### src/rtl/ram_arbiter_pkg.sv
// Shared types and constants for the RAM port arbiter.
// No logic; pure definitions.
// No flow control of its own.
package ram_arbiter_pkg;

    localparam int          ADDR_W_DEF   = 22;
    localparam int          DATA_W       = 32;
    localparam int          MASK_W       = 4;
    localparam int          WDOG_W       = 16;
    localparam logic [31:0] TIMEOUT_FILL = 32'hFFFF_FFFF;

    typedef enum logic [1:0] {
        ST_IDLE = 2'd0,
        ST_WR   = 2'd1,
        ST_RD   = 2'd2,
        ST_DONE = 2'd3
    } state_t;

endpackage

### src/rtl/ram_arbiter_if.sv
// One RAM-style request/response port (address, write, read channels).
// Combinational bundle, no latency of its own.
// Requests are levels held until the one-cycle ack/valid completion pulse.
interface ram_arbiter_if
    import ram_arbiter_pkg::*;
#(
    parameter int ADDR_W = ADDR_W_DEF
);
    logic [ADDR_W-1:0] address;
    logic              wr_enable;
    logic [DATA_W-1:0] wr_data;
    logic [MASK_W-1:0] wr_mask;
    logic              wr_ack;
    logic              rd_enable;
    logic [DATA_W-1:0] rd_data;
    logic              rd_valid;

    // Requester side: drives the request, receives the completion.
    modport master (
        output address, wr_enable, wr_data, wr_mask, rd_enable,
        input  wr_ack, rd_data, rd_valid
    );

    // Responder side: receives the request, drives the completion.
    modport slave (
        input  address, wr_enable, wr_data, wr_mask, rd_enable,
        output wr_ack, rd_data, rd_valid
    );
endinterface

### src/rtl/ram_arbiter_rr_pick2.sv
// Two-way round-robin pick: one-hot grant from request pair and last owner.
// Purely combinational.
// No backpressure; a zero request vector yields a zero grant.
module rr_pick2 (
    input  logic [1:0] req_i,
    input  logic       last_i,   // index of the port granted most recently
    output logic [1:0] gnt_o
);

    // On a tie the port that did not own the previous transaction wins.
    always_comb begin
        gnt_o = 2'b00;
        case (req_i)
            2'b01:   gnt_o = 2'b01;
            2'b10:   gnt_o = 2'b10;
            2'b11:   gnt_o = last_i ? 2'b01 : 2'b10;
            default: gnt_o = 2'b00;
        endcase
    end

endmodule

### src/rtl/ram_arbiter.sv
// Shares one RAM controller port between CPU (p0) and VGA fetch (p1), round-robin.
// Latency: mem request from grant edge, completion pulse one cycle after the mem response.
// Requesters wait on level requests; a watchdog forces completion if memory never answers.
module ram_arbiter
    import ram_arbiter_pkg::*;
#(
    parameter int ADDR_W  = ADDR_W_DEF,
    parameter int TIMEOUT = 255
) (
    input  logic          clk,
    input  logic          rst_n,
    ram_arbiter_if.slave  p0,
    ram_arbiter_if.slave  p1,
    ram_arbiter_if.master mem,
    output logic [1:0]    grant,
    output logic          timeout_err
);

    localparam logic [WDOG_W-1:0] WDOG_LIMIT = WDOG_W'(TIMEOUT);

    state_t              state_q, state_d;
    logic [1:0]          gnt_q, gnt_d;
    logic                is_rd_q, is_rd_d;
    logic                last_q, last_d;
    logic [ADDR_W-1:0]   addr_q, addr_d;
    logic [DATA_W-1:0]   wdata_q, wdata_d;
    logic [MASK_W-1:0]   mask_q, mask_d;
    logic [WDOG_W-1:0]   wdog_q, wdog_d;
    logic                terr_q, terr_d;
    logic [DATA_W-1:0]   rdata0_q, rdata0_d;
    logic [DATA_W-1:0]   rdata1_q, rdata1_d;

    logic [1:0]          req;
    logic [1:0]          pick;
    logic                sel_wr;
    logic [ADDR_W-1:0]   sel_addr;
    logic [DATA_W-1:0]   sel_wdata;
    logic [MASK_W-1:0]   sel_mask;
    logic                resp;
    logic [DATA_W-1:0]   rdat;

    assign req = {p1.wr_enable | p1.rd_enable, p0.wr_enable | p0.rd_enable};

    rr_pick2 u_pick (
        .req_i  (req),
        .last_i (last_q),
        .gnt_o  (pick)
    );

    // Steer the winning port's request fields toward the capture registers.
    assign sel_wr    = pick[1] ? p1.wr_enable : p0.wr_enable;
    assign sel_addr  = pick[1] ? p1.address   : p0.address;
    assign sel_wdata = pick[1] ? p1.wr_data   : p0.wr_data;
    assign sel_mask  = pick[1] ? p1.wr_mask   : p0.wr_mask;

    // A response only counts in the state that matches it; strays are dropped.
    assign resp = (state_q == ST_WR && mem.wr_ack) || (state_q == ST_RD && mem.rd_valid);
    assign rdat = resp ? mem.rd_data : TIMEOUT_FILL;

    // Next-state: arbitration in IDLE, completion/watchdog in WR/RD, pulse in DONE.
    always_comb begin
        state_d  = state_q;
        gnt_d    = gnt_q;
        is_rd_d  = is_rd_q;
        last_d   = last_q;
        addr_d   = addr_q;
        wdata_d  = wdata_q;
        mask_d   = mask_q;
        wdog_d   = wdog_q;
        terr_d   = terr_q;
        rdata0_d = rdata0_q;
        rdata1_d = rdata1_q;
        case (state_q)
            ST_IDLE: begin
                if (pick != 2'b00) begin
                    // A port asking for both gets its write first; the read waits.
                    gnt_d   = pick;
                    is_rd_d = !sel_wr;
                    addr_d  = sel_addr;
                    wdata_d = sel_wdata;
                    mask_d  = sel_mask;
                    wdog_d  = '0;
                    state_d = sel_wr ? ST_WR : ST_RD;
                end
            end
            ST_WR, ST_RD: begin
                if (resp || wdog_q == WDOG_LIMIT) begin
                    if (state_q == ST_RD) begin
                        if (gnt_q[1]) rdata1_d = rdat;
                        else          rdata0_d = rdat;
                    end
                    if (!resp) terr_d = 1'b1;
                    last_d  = gnt_q[1];
                    state_d = ST_DONE;
                end else begin
                    wdog_d = wdog_q + 1'b1;
                end
            end
            ST_DONE: begin
                gnt_d   = 2'b00;
                state_d = ST_IDLE;
            end
            default: state_d = ST_IDLE;
        endcase
    end

    // State and datapath registers; port 1 counts as last owner so port 0 wins the first tie.
    always_ff @(posedge clk or negedge rst_n) begin
        if (!rst_n) begin
            state_q  <= ST_IDLE;
            gnt_q    <= 2'b00;
            is_rd_q  <= 1'b0;
            last_q   <= 1'b1;
            addr_q   <= '0;
            wdata_q  <= '0;
            mask_q   <= '0;
            wdog_q   <= '0;
            terr_q   <= 1'b0;
            rdata0_q <= '0;
            rdata1_q <= '0;
        end else begin
            state_q  <= state_d;
            gnt_q    <= gnt_d;
            is_rd_q  <= is_rd_d;
            last_q   <= last_d;
            addr_q   <= addr_d;
            wdata_q  <= wdata_d;
            mask_q   <= mask_d;
            wdog_q   <= wdog_d;
            terr_q   <= terr_d;
            rdata0_q <= rdata0_d;
            rdata1_q <= rdata1_d;
        end
    end

    assign mem.address   = addr_q;
    assign mem.wr_data   = wdata_q;
    assign mem.wr_mask   = mask_q;
    assign mem.wr_enable = (state_q == ST_WR);
    assign mem.rd_enable = (state_q == ST_RD);

    assign p0.wr_ack   = (state_q == ST_DONE) && gnt_q[0] && !is_rd_q;
    assign p0.rd_valid = (state_q == ST_DONE) && gnt_q[0] &&  is_rd_q;
    assign p0.rd_data  = rdata0_q;
    assign p1.wr_ack   = (state_q == ST_DONE) && gnt_q[1] && !is_rd_q;
    assign p1.rd_valid = (state_q == ST_DONE) && gnt_q[1] &&  is_rd_q;
    assign p1.rd_data  = rdata1_q;

    assign grant       = gnt_q;
    assign timeout_err = terr_q;

endmodule

### src/flat_wrapper.sv
// flat-port wrapper written by rule: the top's interface ports become plain ports
module ram_arbiter_flat import ram_arbiter_pkg::*;
#(
    parameter int ADDR_W  = ADDR_W_DEF,
    parameter int TIMEOUT = 255
)
  (clk, rst_n, grant, timeout_err, p0_address, p0_wr_enable, p0_wr_data, p0_wr_mask, p0_rd_enable, p0_wr_ack, p0_rd_data, p0_rd_valid, p1_address, p1_wr_enable, p1_wr_data, p1_wr_mask, p1_rd_enable, p1_wr_ack, p1_rd_data, p1_rd_valid, mem_address, mem_wr_enable, mem_wr_data, mem_wr_mask, mem_rd_enable, mem_wr_ack, mem_rd_data, mem_rd_valid);
  ram_arbiter_if #(.ADDR_W(ADDR_W)) p0_i ();
  ram_arbiter_if #(.ADDR_W(ADDR_W)) p1_i ();
  ram_arbiter_if #(.ADDR_W(ADDR_W)) mem_i ();
  input  logic clk;
  input  logic rst_n;
  output logic [1:0] grant;
  output logic timeout_err;
  input wire logic [$bits(p0_i.address)-1:0] p0_address;
  input wire logic [$bits(p0_i.wr_enable)-1:0] p0_wr_enable;
  input wire logic [$bits(p0_i.wr_data)-1:0] p0_wr_data;
  input wire logic [$bits(p0_i.wr_mask)-1:0] p0_wr_mask;
  input wire logic [$bits(p0_i.rd_enable)-1:0] p0_rd_enable;
  output wire logic [$bits(p0_i.wr_ack)-1:0] p0_wr_ack;
  output wire logic [$bits(p0_i.rd_data)-1:0] p0_rd_data;
  output wire logic [$bits(p0_i.rd_valid)-1:0] p0_rd_valid;
  input wire logic [$bits(p1_i.address)-1:0] p1_address;
  input wire logic [$bits(p1_i.wr_enable)-1:0] p1_wr_enable;
  input wire logic [$bits(p1_i.wr_data)-1:0] p1_wr_data;
  input wire logic [$bits(p1_i.wr_mask)-1:0] p1_wr_mask;
  input wire logic [$bits(p1_i.rd_enable)-1:0] p1_rd_enable;
  output wire logic [$bits(p1_i.wr_ack)-1:0] p1_wr_ack;
  output wire logic [$bits(p1_i.rd_data)-1:0] p1_rd_data;
  output wire logic [$bits(p1_i.rd_valid)-1:0] p1_rd_valid;
  output wire logic [$bits(mem_i.address)-1:0] mem_address;
  output wire logic [$bits(mem_i.wr_enable)-1:0] mem_wr_enable;
  output wire logic [$bits(mem_i.wr_data)-1:0] mem_wr_data;
  output wire logic [$bits(mem_i.wr_mask)-1:0] mem_wr_mask;
  output wire logic [$bits(mem_i.rd_enable)-1:0] mem_rd_enable;
  input wire logic [$bits(mem_i.wr_ack)-1:0] mem_wr_ack;
  input wire logic [$bits(mem_i.rd_data)-1:0] mem_rd_data;
  input wire logic [$bits(mem_i.rd_valid)-1:0] mem_rd_valid;
  assign p0_i.address = p0_address;
  assign p0_i.wr_enable = p0_wr_enable;
  assign p0_i.wr_data = p0_wr_data;
  assign p0_i.wr_mask = p0_wr_mask;
  assign p0_i.rd_enable = p0_rd_enable;
  assign p0_wr_ack = p0_i.wr_ack;
  assign p0_rd_data = p0_i.rd_data;
  assign p0_rd_valid = p0_i.rd_valid;
  assign p1_i.address = p1_address;
  assign p1_i.wr_enable = p1_wr_enable;
  assign p1_i.wr_data = p1_wr_data;
  assign p1_i.wr_mask = p1_wr_mask;
  assign p1_i.rd_enable = p1_rd_enable;
  assign p1_wr_ack = p1_i.wr_ack;
  assign p1_rd_data = p1_i.rd_data;
  assign p1_rd_valid = p1_i.rd_valid;
  assign mem_address = mem_i.address;
  assign mem_wr_enable = mem_i.wr_enable;
  assign mem_wr_data = mem_i.wr_data;
  assign mem_wr_mask = mem_i.wr_mask;
  assign mem_rd_enable = mem_i.rd_enable;
  assign mem_i.wr_ack = mem_wr_ack;
  assign mem_i.rd_data = mem_rd_data;
  assign mem_i.rd_valid = mem_rd_valid;
  ram_arbiter #(.ADDR_W(ADDR_W), .TIMEOUT(TIMEOUT)) u_core (.clk(clk), .rst_n(rst_n), .p0(p0_i), .p1(p1_i), .mem(mem_i), .grant(grant), .timeout_err(timeout_err));
endmodule
### config.mk
export PLATFORM = sky130hd
export DESIGN_NAME = ram_arbiter_flat
export DESIGN_NICKNAME = d
export VERILOG_FILES = /design/src/rtl/ram_arbiter_pkg.sv /design/src/rtl/ram_arbiter_if.sv /design/src/rtl/ram_arbiter_rr_pick2.sv /design/src/rtl/ram_arbiter.sv /design/src/flat_wrapper.sv
export SDC_FILE = /design/constraint.sdc
export NUM_CORES = 1
export LEC_CHECK = 0
export ABC_AREA = 0
export CORE_MARGIN = 1.5
export CORE_UTILIZATION = 30
export CTS_CLUSTER_SIZE = 8
export DETAILED_ROUTE_END_ITERATION = 8
export SLEW_MARGIN = 20
export SYNTH_ARGS = -nofsm -noshare
export SYNTH_HDL_FRONTEND = slang
export SYNTH_SLANG_ARGS = --single-unit
### constraint.sdc
create_clock -name clk -period 2.1 [get_ports clk]
set_input_delay 0.42 -clock clk [delete_from_list [all_inputs] [get_ports clk]]
set_output_delay 0.42 -clock clk [all_outputs]
set_load 0.02 [all_outputs]
-- After elaboration in Yosys (flattened, before gate mapping)
Index checks and enable logic that the tools add are counted.
- bits in registers: 145
- input port bits: 156
- logic and storage cells: 67
- $add $sub $neg: 1
- equality and inequality tests: 10
- multiplexer cells: 16
- bitwise operators: 4
- reductions and logical operators: 25
- operators by type and width (kind ; count):
    2-to-1 mux 32 bit ; 2
    2-to-1 mux 16 bit ; 2
    case mux 16 bit (2 select lines) ; 1
    2-to-1 mux 22 bit ; 1
    adder 16 x 1 -> 16 bit, second input constant ; 1
    == test 16 x 8 -> 1 bit, second input constant ; 1
    case mux 2 bit (3 select lines) ; 2
    2-to-1 mux 2 bit ; 5
    == test 2 bit, second input constant ; 4
    logical AND 1 bit ; 8
    AND reduction 2 bit ; 4
    AND reduction 4 bit ; 2
    AND reduction 3 bit ; 2
    nonzero test 2 bit ; 3
    == test 2 x 1 -> 1 bit, second input constant ; 2
    2-to-1 mux 4 bit ; 1
    != test 2 x 1 -> 1 bit, second input constant ; 2
    case mux 2 bit (2 select lines) ; 1
    logical NOT 1 bit ; 2
    logical NOT 2 bit ; 1
    logical OR 1 bit ; 2
    != test 2 bit, second input constant ; 1
    inverter 1 bit ; 2
    OR 1 bit ; 2
    2 further kinds ; 2

-- Longest topological paths before layout
Gate-level depths: netlist (run 1).
- depth after elaboration: 7
- gate-level depth with buffers: 9
- gate-level depth less buffers: 7

-- Cells and area by module
Synthesis (run 1) repeated with hierarchy kept, for this count alone.
- cell total of the unflattened synthesis: 569
- area total of the unflattened synthesis: 6463.7 um^2
- by module, submodules not included (module ; instances ; cells each ; area each (um^2) ; seq. area each (um^2)):
    ram_arbiter ; 1 ; 566 ; 6444.9 ; 3629.7
    rr_pick2 ; 1 ; 3 ; 18.8 ; 0.0

-- Least setup slack after synthesis (run 1)
Ideal clock, no wire load.
- path kind: register to register
- from: reg u_core.wdog_q[12]
- to: reg u_core.rdata0_q[0] (netlist: u_core.p0.rd_data[0])
- arrival time: 2179 ps
- path slack: -144 ps
- cell stages (with the launch flop): 7
- cell sequence: dfrtp_1 -> or4_4 -> or4_4 -> buf_6 -> a211oi_4 -> buf_6 -> o22a_1
- cells in the longest elaborated chain, start to end: 3
- ends and longest elaborated chain (element ; RTL line ; source):
    from (decl) ; ram_arbiter.sv:28 ; logic [WDOG_W-1:0] wdog_q, wdog_d;
    from (signal assigned) ; ram_arbiter.sv:129 ; wdog_q <= wdog_d;
    == test 16 x 8 -> 1 bit ; ram_arbiter.sv:87 ; if (resp || wdog_q == WDOG_LIMIT) begin
    logical OR 1 bit ; ram_arbiter.sv:87 ;
    AND reduction 4 bit (no line) ; -- ;
    to (signal assigned) ; ram_arbiter.sv:131 ; rdata0_q <= rdata0_d;
    to (decl) ; ram_arbiter.sv:30 ; logic [DATA_W-1:0] rdata0_q, rdata0_d;
No other way between the ends.
A chain may end at the register's enable or synchronous reset.

-- Final worst setup path (run 1)
- from: reg u_core.wdog_q[15]
- to: reg u_core.rdata0_q[22] (netlist: u_core.p0.rd_data[22])
Same word-level chain as after synthesis.

==> metrics.txt, run 1 <==
status=finished, violations left; failing checks=setup timing; R2R depth=6; slowest CP cell=or4_4; CP peak stage delay=0.56 ns; sw frac=0.387; antenna violations before repair=1; Unique masters post-synth=41; Worst Max-Slew Pin Slew=0.546 ns; I/O Buffers=286; fin nets=1,070; Critical Path RT=2.45 ns; Final Hold Vio Count=0; Reg-to-Reg End=u_core.p0.rd_data[22]$_DFFE_PN0P_; global-route wire length before repair=31.7 mm; worst-path fanout max=16; Tcrit/Tclk final=1.06; startpoint types=flip-flop; Peak VDD IR=651 uV; Main synth FF type=dfrtp_1; Clock Sinks=145; vias in the first global route=5,699; slew margin rel.=0.632; Reg-to-Reg Start=u_core.wdog_q[15]$_DFFE_PN0P_; clk slew on worst S/H paths=0.06 ns; skew final=0.0107 ns; Hold Crit Class=flip-flop to flip-flop; die area=22,200 sq um; layout cell share with drive strength beyond 1=0.130; Yosys reg bits=145; Mapped Nets=737; # rows=53; DR vias/cell=4.76; Starting Density=0.305; CTS H-tree lvls=4; Crit path top cell by count=or4_4; via count=5,692; clk root buf=clkbuf_16; Layout area overhead=68.3%; Mapped Cells=574; Tmin final=2.22 ns; Antenna Violating Nets Remaining=0; dpl cell area=9980 sq um; CP startpoint=u_core.wdog_q[15]$_DFFE_PN0P_; syn avg cell area=11.1 sq um; initial DRC count=164; Post-Route WL=20.4 mm; global route overflow=0; Final Max Slew Viols=0; Sw Pwr=6.20 mW; crit path to=u_core.p0.rd_data[22]$_DFFE_PN0P_; Die X=149 microns; Filler cells=1,970; latest clock arrival within the worst-skew pair=0.42 ns; Num CTS Buffers=17; Crit. End Element=flip-flop; Post-synth ARST share=1.00; WS Path Type=flip-flop to flip-flop; Clk network pwr share=0.191; crit path DAT=2.58 ns; P_int=9.82 mW; CTS tree=done; pwr dens=1490 nW/um^2; Leak=4.54 nW; die height=149 microns; largest net degree at the start of global routing=61; RSZ-0062 raised after global routing=true; post-DR wirelength/cell=17.1 microns; IO Pins=287; CP Cell Sequence=or4_4 -> or4_4 -> a211oi_4 -> buf_4 -> buf_12 -> o22a_1; Flop pwr share=0.297; max-cap violation count=0; Setup Viol. Count Final=72; Post-Syn Area=6390 sq um; Seq/Total Area, Yosys=0.568; worst setup margin=-0.125 ns; FMAX=449 MHz; gpl congestion=0.800; n_diodes=0; EDFF count, synth=0; most common cell after layout, fill and taps aside=clkdlybuf4s50_1; HPWL Detailed=15.1 mm; DR DRC count=0; commonest non-fill, non-tap cells in the layout=clkdlybuf4s50_1, dfrtp_1, nand2_1; power share of the combinational group=0.511; Yosys warnings=0; R2R Setup Slk=-0.12 ns; Core ar.=21,000 sq um; pre-CTS setup slack=-0.210 ns; GRT Overall Usage=0.187; post-route cell area=10,800 sq um; CTS Buffer Depth=2; TritonRoute pass-1 iters=4
-- flip-flops by register name, summed over array words and instances (netlist names), 2 cells and up --
signal	flops
u_core.mem.wr_data	32
u_core.p1.rd_data	32
u_core.p0.rd_data	32
u_core.wdog_q	16
u_core.grant	2
u_core.mem.wr_mask	4
u_core.state_q	2
u_core.mem.address	22
-- timing repair --
action | in CTS | in global routing
pin swaps | 0 | 4
setup buffers | 0 | 7
gates cloned | 0 | 2
gates resized for setup | 26 | 21
hold endpoints to repair | 39 | 0
hold buffers | 1 | 0
endpoints found under the setup margin | 80 | 83
-- routing by layer --
metal / part of all wire / global-route usage
met5: 0 / 0
met4: 0.014 / 0.0530
met3: 0.096 / 0.0706
met2: 0.47 / 0.303
met1: 0.42 / 0.232
-- cell usage after synthesis (2+ instances only) --
cell type,count,area share
nor2_1,13,0.0076
o22a_1,64,0.088
buf_1,3,0.0018
o21ai_1,12,0.0094
o41ai_1,2,0.0027
nor4_1,2,0.0020
buf_2,2,0.0016
clkbuf_1,26,0.015
a31oi_1,3,0.0029
inv_1,6,0.0035
and3_1,7,0.0069
xor2_1,3,0.0041
mux2i_1,60,0.094
o21ai_0,62,0.049
o311ai_0,4,0.0055
nand4_1,5,0.0049
dfrtp_1,144,0.56
or4_1,3,0.0035
nand2_1,79,0.046
a21oi_1,7,0.0055
buf_6,7,0.012
nand3_1,26,0.020
nor3_1,5,0.0039
or3_1,5,0.0049
or4_4,2,0.0035
ha_1,7,0.014
-- critical path: cells and delay by family (launching register included) --
kind                   cells  cell delay (ns)
AND/OR/NAND/NOR            2             1.09
flip-flops                 1             0.38
AO/OA/AOI/OAI              2             0.38
buffers and inverters      2             0.30
-- per-stage QoR --
stage	util	hold WS [ns]	total power, mW	instances	setup TNS (ns)
after global placement	0.476	0.380	12.8	1153	-9.21
final	0.513	0.477	16.0	1195	-5.73
after CTS	0.507	0.483	16.0	1186	-5.37
after detailed placement	0.476	0.379	12.9	1153	-13.41
after floorplan	-	0.124	8.79	574	-6.41
after global routing	0.513	0.503	17.1	1195	-10.27
-- power groups by stage --
stage | combinational [mW] | clock [mW] | sequential [mW]
6_report | 8.19 | 3.06 | 4.77
5_1_grt | 8.83 | 3.29 | 4.94
4_1_cts | 8.11 | 3.14 | 4.78
3_5_place_dp | 8.07 | 0 | 4.81
3_3_place_gp | 8.03 | 0 | 4.78
2_1_floorplan | 2.60 | 0 | 6.19
-- cells by family after synthesis --
group,synth area share
AO/OA/AOI/OAI,0.176
buffers and inverters,0.0356
AND/OR/NAND/NOR,0.107
XOR/XNOR,0.00411
flip-flops,0.568
multiplexers,0.0957
adder cells (fa/ha/maj),0.0137
-- final cells by class --
class	count	area (sq um)	area share
multi-input combinational	384	2640	0.245
inverter	6	22.5	0.00209
clock buffer	17	425	0.0395
sequential	145	3630	0.337
timing repair buffer	353	3530	0.328
clock inverter	15	170	0.0158
tap	275	344	0.0320
-- worst min path at each step --
stage,from,to,slack [ns],cells after the start
4_1_cts,u_core.mem.wr_mask[2]$_DFFE_PN0P_,u_core.mem.wr_mask[2]$_DFFE_PN0P_,0.48,2
5_1_grt,u_core.mem.address[13]$_DFFE_PN0P_,u_core.mem.address[13]$_DFFE_PN0P_,0.50,2
3_3_place_gp,rst_n,u_core.p0.rd_data[24]$_DFFE_PN0P_,0.38,1
2_1_floorplan,rst_n,u_core.grant[0]$_DFFE_PN0P_,0.12,0
3_5_place_dp,rst_n,u_core.p1.rd_data[24]$_DFFE_PN0P_,0.38,1
6_report,u_core.mem.wr_mask[2]$_DFFE_PN0P_,u_core.mem.wr_mask[2]$_DFFE_PN0P_,0.48,2
Note: power is estimated with default switching activity, not from simulation.
==> run 2, diff against run 1 <==
--- a/config.mk
+++ b/config.mk
@@ -5,7 +5,6 @@
 export SDC_FILE = /design/constraint.sdc
 export NUM_CORES = 1
 export LEC_CHECK = 0
-export ABC_AREA = 0
 export CORE_MARGIN = 1.5
 export CORE_UTILIZATION = 30
 export CTS_CLUSTER_SIZE = 8
==> results of run 2 <==
No change in the layout: final DEF, timing and power equal those of run 1.
==> run 3, diff against run 2 <==
==> constraint.sdc (replaced) <==
create_clock -name clk -period 2.3 [get_ports clk]
set_input_delay 0.69 -clock clk [delete_from_list [all_inputs] [get_ports clk]]
set_output_delay 0.69 -clock clk [all_outputs]
set_load 0.02 [all_outputs]
==> metrics.txt, run 3 (synthesized netlist as in run 1, its figures left out) <==
Final Hold Vio Count=0; pre-CTS setup slack=-0.382 ns; met3 usage=0.0670; fin nets=1,068; Final Max Slew Viols=0; P_int=8.93 mW; CTS H-tree lvls=4; GR Util met2=0.284; power share of the combinational group=0.506; WS Path Type=flip-flop to flip-flop; Filler cells=1,922; initial DRC count=235; clk root buf=clkbuf_16; Critical Path RT=2.66 ns; latest clock arrival within the worst-skew pair=0.43 ns; Setup Viol. Count Final=25; HPWL Detailed=14.6 mm; Tcrit/Tclk final=1.02; largest net degree at the start of global routing=83; Clk network pwr share=0.195; Peak VDD IR=643 uV; CTS tree=done; failing checks=setup timing; startpoint types=flip-flop; die area=22,200 sq um; WHS=0.226 ns; Die X=149 microns; top cell family by delay on the critical path=simple AND/OR/NAND/NOR gates; crit path DAT=2.70 ns; CP peak stage delay=0.59 ns; Final Util=0.514; gpl congestion=0.859; Crit path top cell by count=or4_4; Post-Route WL=20.0 mm; Core ar.=21,000 sq um; CP Cell Sequence=or4_4 -> or4_4 -> a211oi_4 -> buf_6 -> clkbuf_16 -> o22a_1; Buf/Inv on CP=2; Worst Max-Slew Pin Slew=0.542 ns; skew final=0.0104 ns; slew margin rel.=0.635; post-DR wirelength/cell=16.8 microns; max-cap violation count=0; status=finished, violations left; sw frac=0.387; worst-path fanout max=8; Global Route met1 Usage=0.220; DR DRC count=0; layout cell share with drive strength beyond 1=0.131; TritonRoute pass-1 iters=4; Crit. End Element=flip-flop; Leak=4.53 nW; Sw Pwr=5.63 mW; global-route wire length before repair=30.2 mm; slowest CP cell=or4_4; Num CTS Buffers=17; GRT Overall Usage=0.177; DR vias/cell=4.76; RSZ-0062 raised after global routing=true; Antenna Violating Nets Remaining=0; Starting Density=0.305; IO Pins=287; FMAX=427 MHz; vias in the first global route=5,490; CTS Buffer Depth=2; busiest grt layer=met2; pwr dens=1350 nW/um^2; most common cell after layout, fill and taps aside=clkdlybuf4s50_1; via count=5,674; # rows=53; die height=149 microns; antenna violations before repair=0; Clock Sinks=145; global route overflow=0; Hold Crit Class=input port to asynchronous set/reset pin; Flop pwr share=0.299; Tmin final=2.34 ns; I/O Buffers=286; clk slew on worst S/H paths=0.06 ns; Layout area overhead=68.5%; commonest non-fill, non-tap cells in the layout=clkdlybuf4s50_1, dfrtp_1, nand2_1; n_diodes=0; worst setup margin=-0.0402 ns
-- run 3: cell count changes in the layout (fill, tap and decap cells not counted), sizes merged --
cell / before / now
dlygate4sd2: 0 / 1
clkinv: 5 / 3
buf: 70 / 63
dlygate4sd3: 1 / 0
clkdlybuf4s50: 279 / 278
inv: 14 / 15
clkbuf: 18 / 20
clkdlybuf4s15: 2 / 6
clkinvlp: 1 / 2
-- run 3: cell type report --
class | instances | area (sq um) | area share
flip-flops and latches | 145 | 3630 | 0.337
multi-input cells | 384 | 2610 | 0.242
well taps | 275 | 344 | 0.0319
inverters | 6 | 22.5 | 0.00209
clock inverters | 15 | 185 | 0.0172
repair buffers | 351 | 3560 | 0.330
clock buffers | 17 | 425 | 0.0395
-- run 3: stage by stage --
step	cell area [sq um]	setup TNS [ns]	power, mW	instances
floorplan	6400	0	8.02	574
global placement	9970	-16.36	11.6	1150
detailed placement	9970	-17.71	11.7	1150
CTS	10600	0	14.6	1182
global route	10800	-1.36	15.5	1193
finish	10800	-0.467	14.6	1193
-- run 3: worst paths after layout --
check / slack, ns / end / startpoint / cells after the start
worst min-delay path: 0.23 / u_core.p0.rd_data[6]$_DFFE_PN0P_ / rst_n / 1
min in group clk: 0.48 / u_core.mem.address[12]$_DFFE_PN0P_ / u_core.mem.address[12]$_DFFE_PN0P_ / 2
worst max register to register: -0.04 / u_core.p0.rd_data[6]$_DFFE_PN0P_ / u_core.wdog_q[9]$_DFFE_PN0P_ / 6
worst max-delay path: -0.04 / u_core.p0.rd_data[6]$_DFFE_PN0P_ / u_core.wdog_q[9]$_DFFE_PN0P_ / 6
max in group asynchronous: 1.46 / u_core.last_q$_DFFE_PN1P_ / rst_n / 2
worst min register to register: 0.48 / u_core.mem.address[12]$_DFFE_PN0P_ / u_core.mem.address[12]$_DFFE_PN0P_ / 2
-- run 3: metal layers --
layer	vias up	wire, microns
li1	2759	-
met5	-	0
met4	0	233
met2	237	9490
met1	2662	8390
met3	16	1870
-- run 3: power by group through the flow --
stage,registers [mW],clock network [mW],logic (mW)
3_3_place_gp,4.36,0,7.24
6_report,4.36,2.83,7.37
2_1_floorplan,5.65,0,2.37
3_5_place_dp,4.39,0,7.27
5_1_grt,4.50,3.01,7.93
4_1_cts,4.37,2.92,7.28
-- run 3: worst register-to-register path, cell delays in order, from the launching register on --
cell       delay [ns]
dfrtp_1          0.39
or4_4            0.52
or4_4            0.59
a211oi_4         0.30
buf_6            0.18
clkbuf_16        0.16
o22a_1           0.14
-- run 3: repair_timing --
item	CTS	global route
hold buffers	0	0
gates cloned	0	4
gates resized for setup	19	12
buffers inserted	0	7
pin swaps	0	3
endpoints found under the setup margin	7	77
hold endpoints to repair	0	0
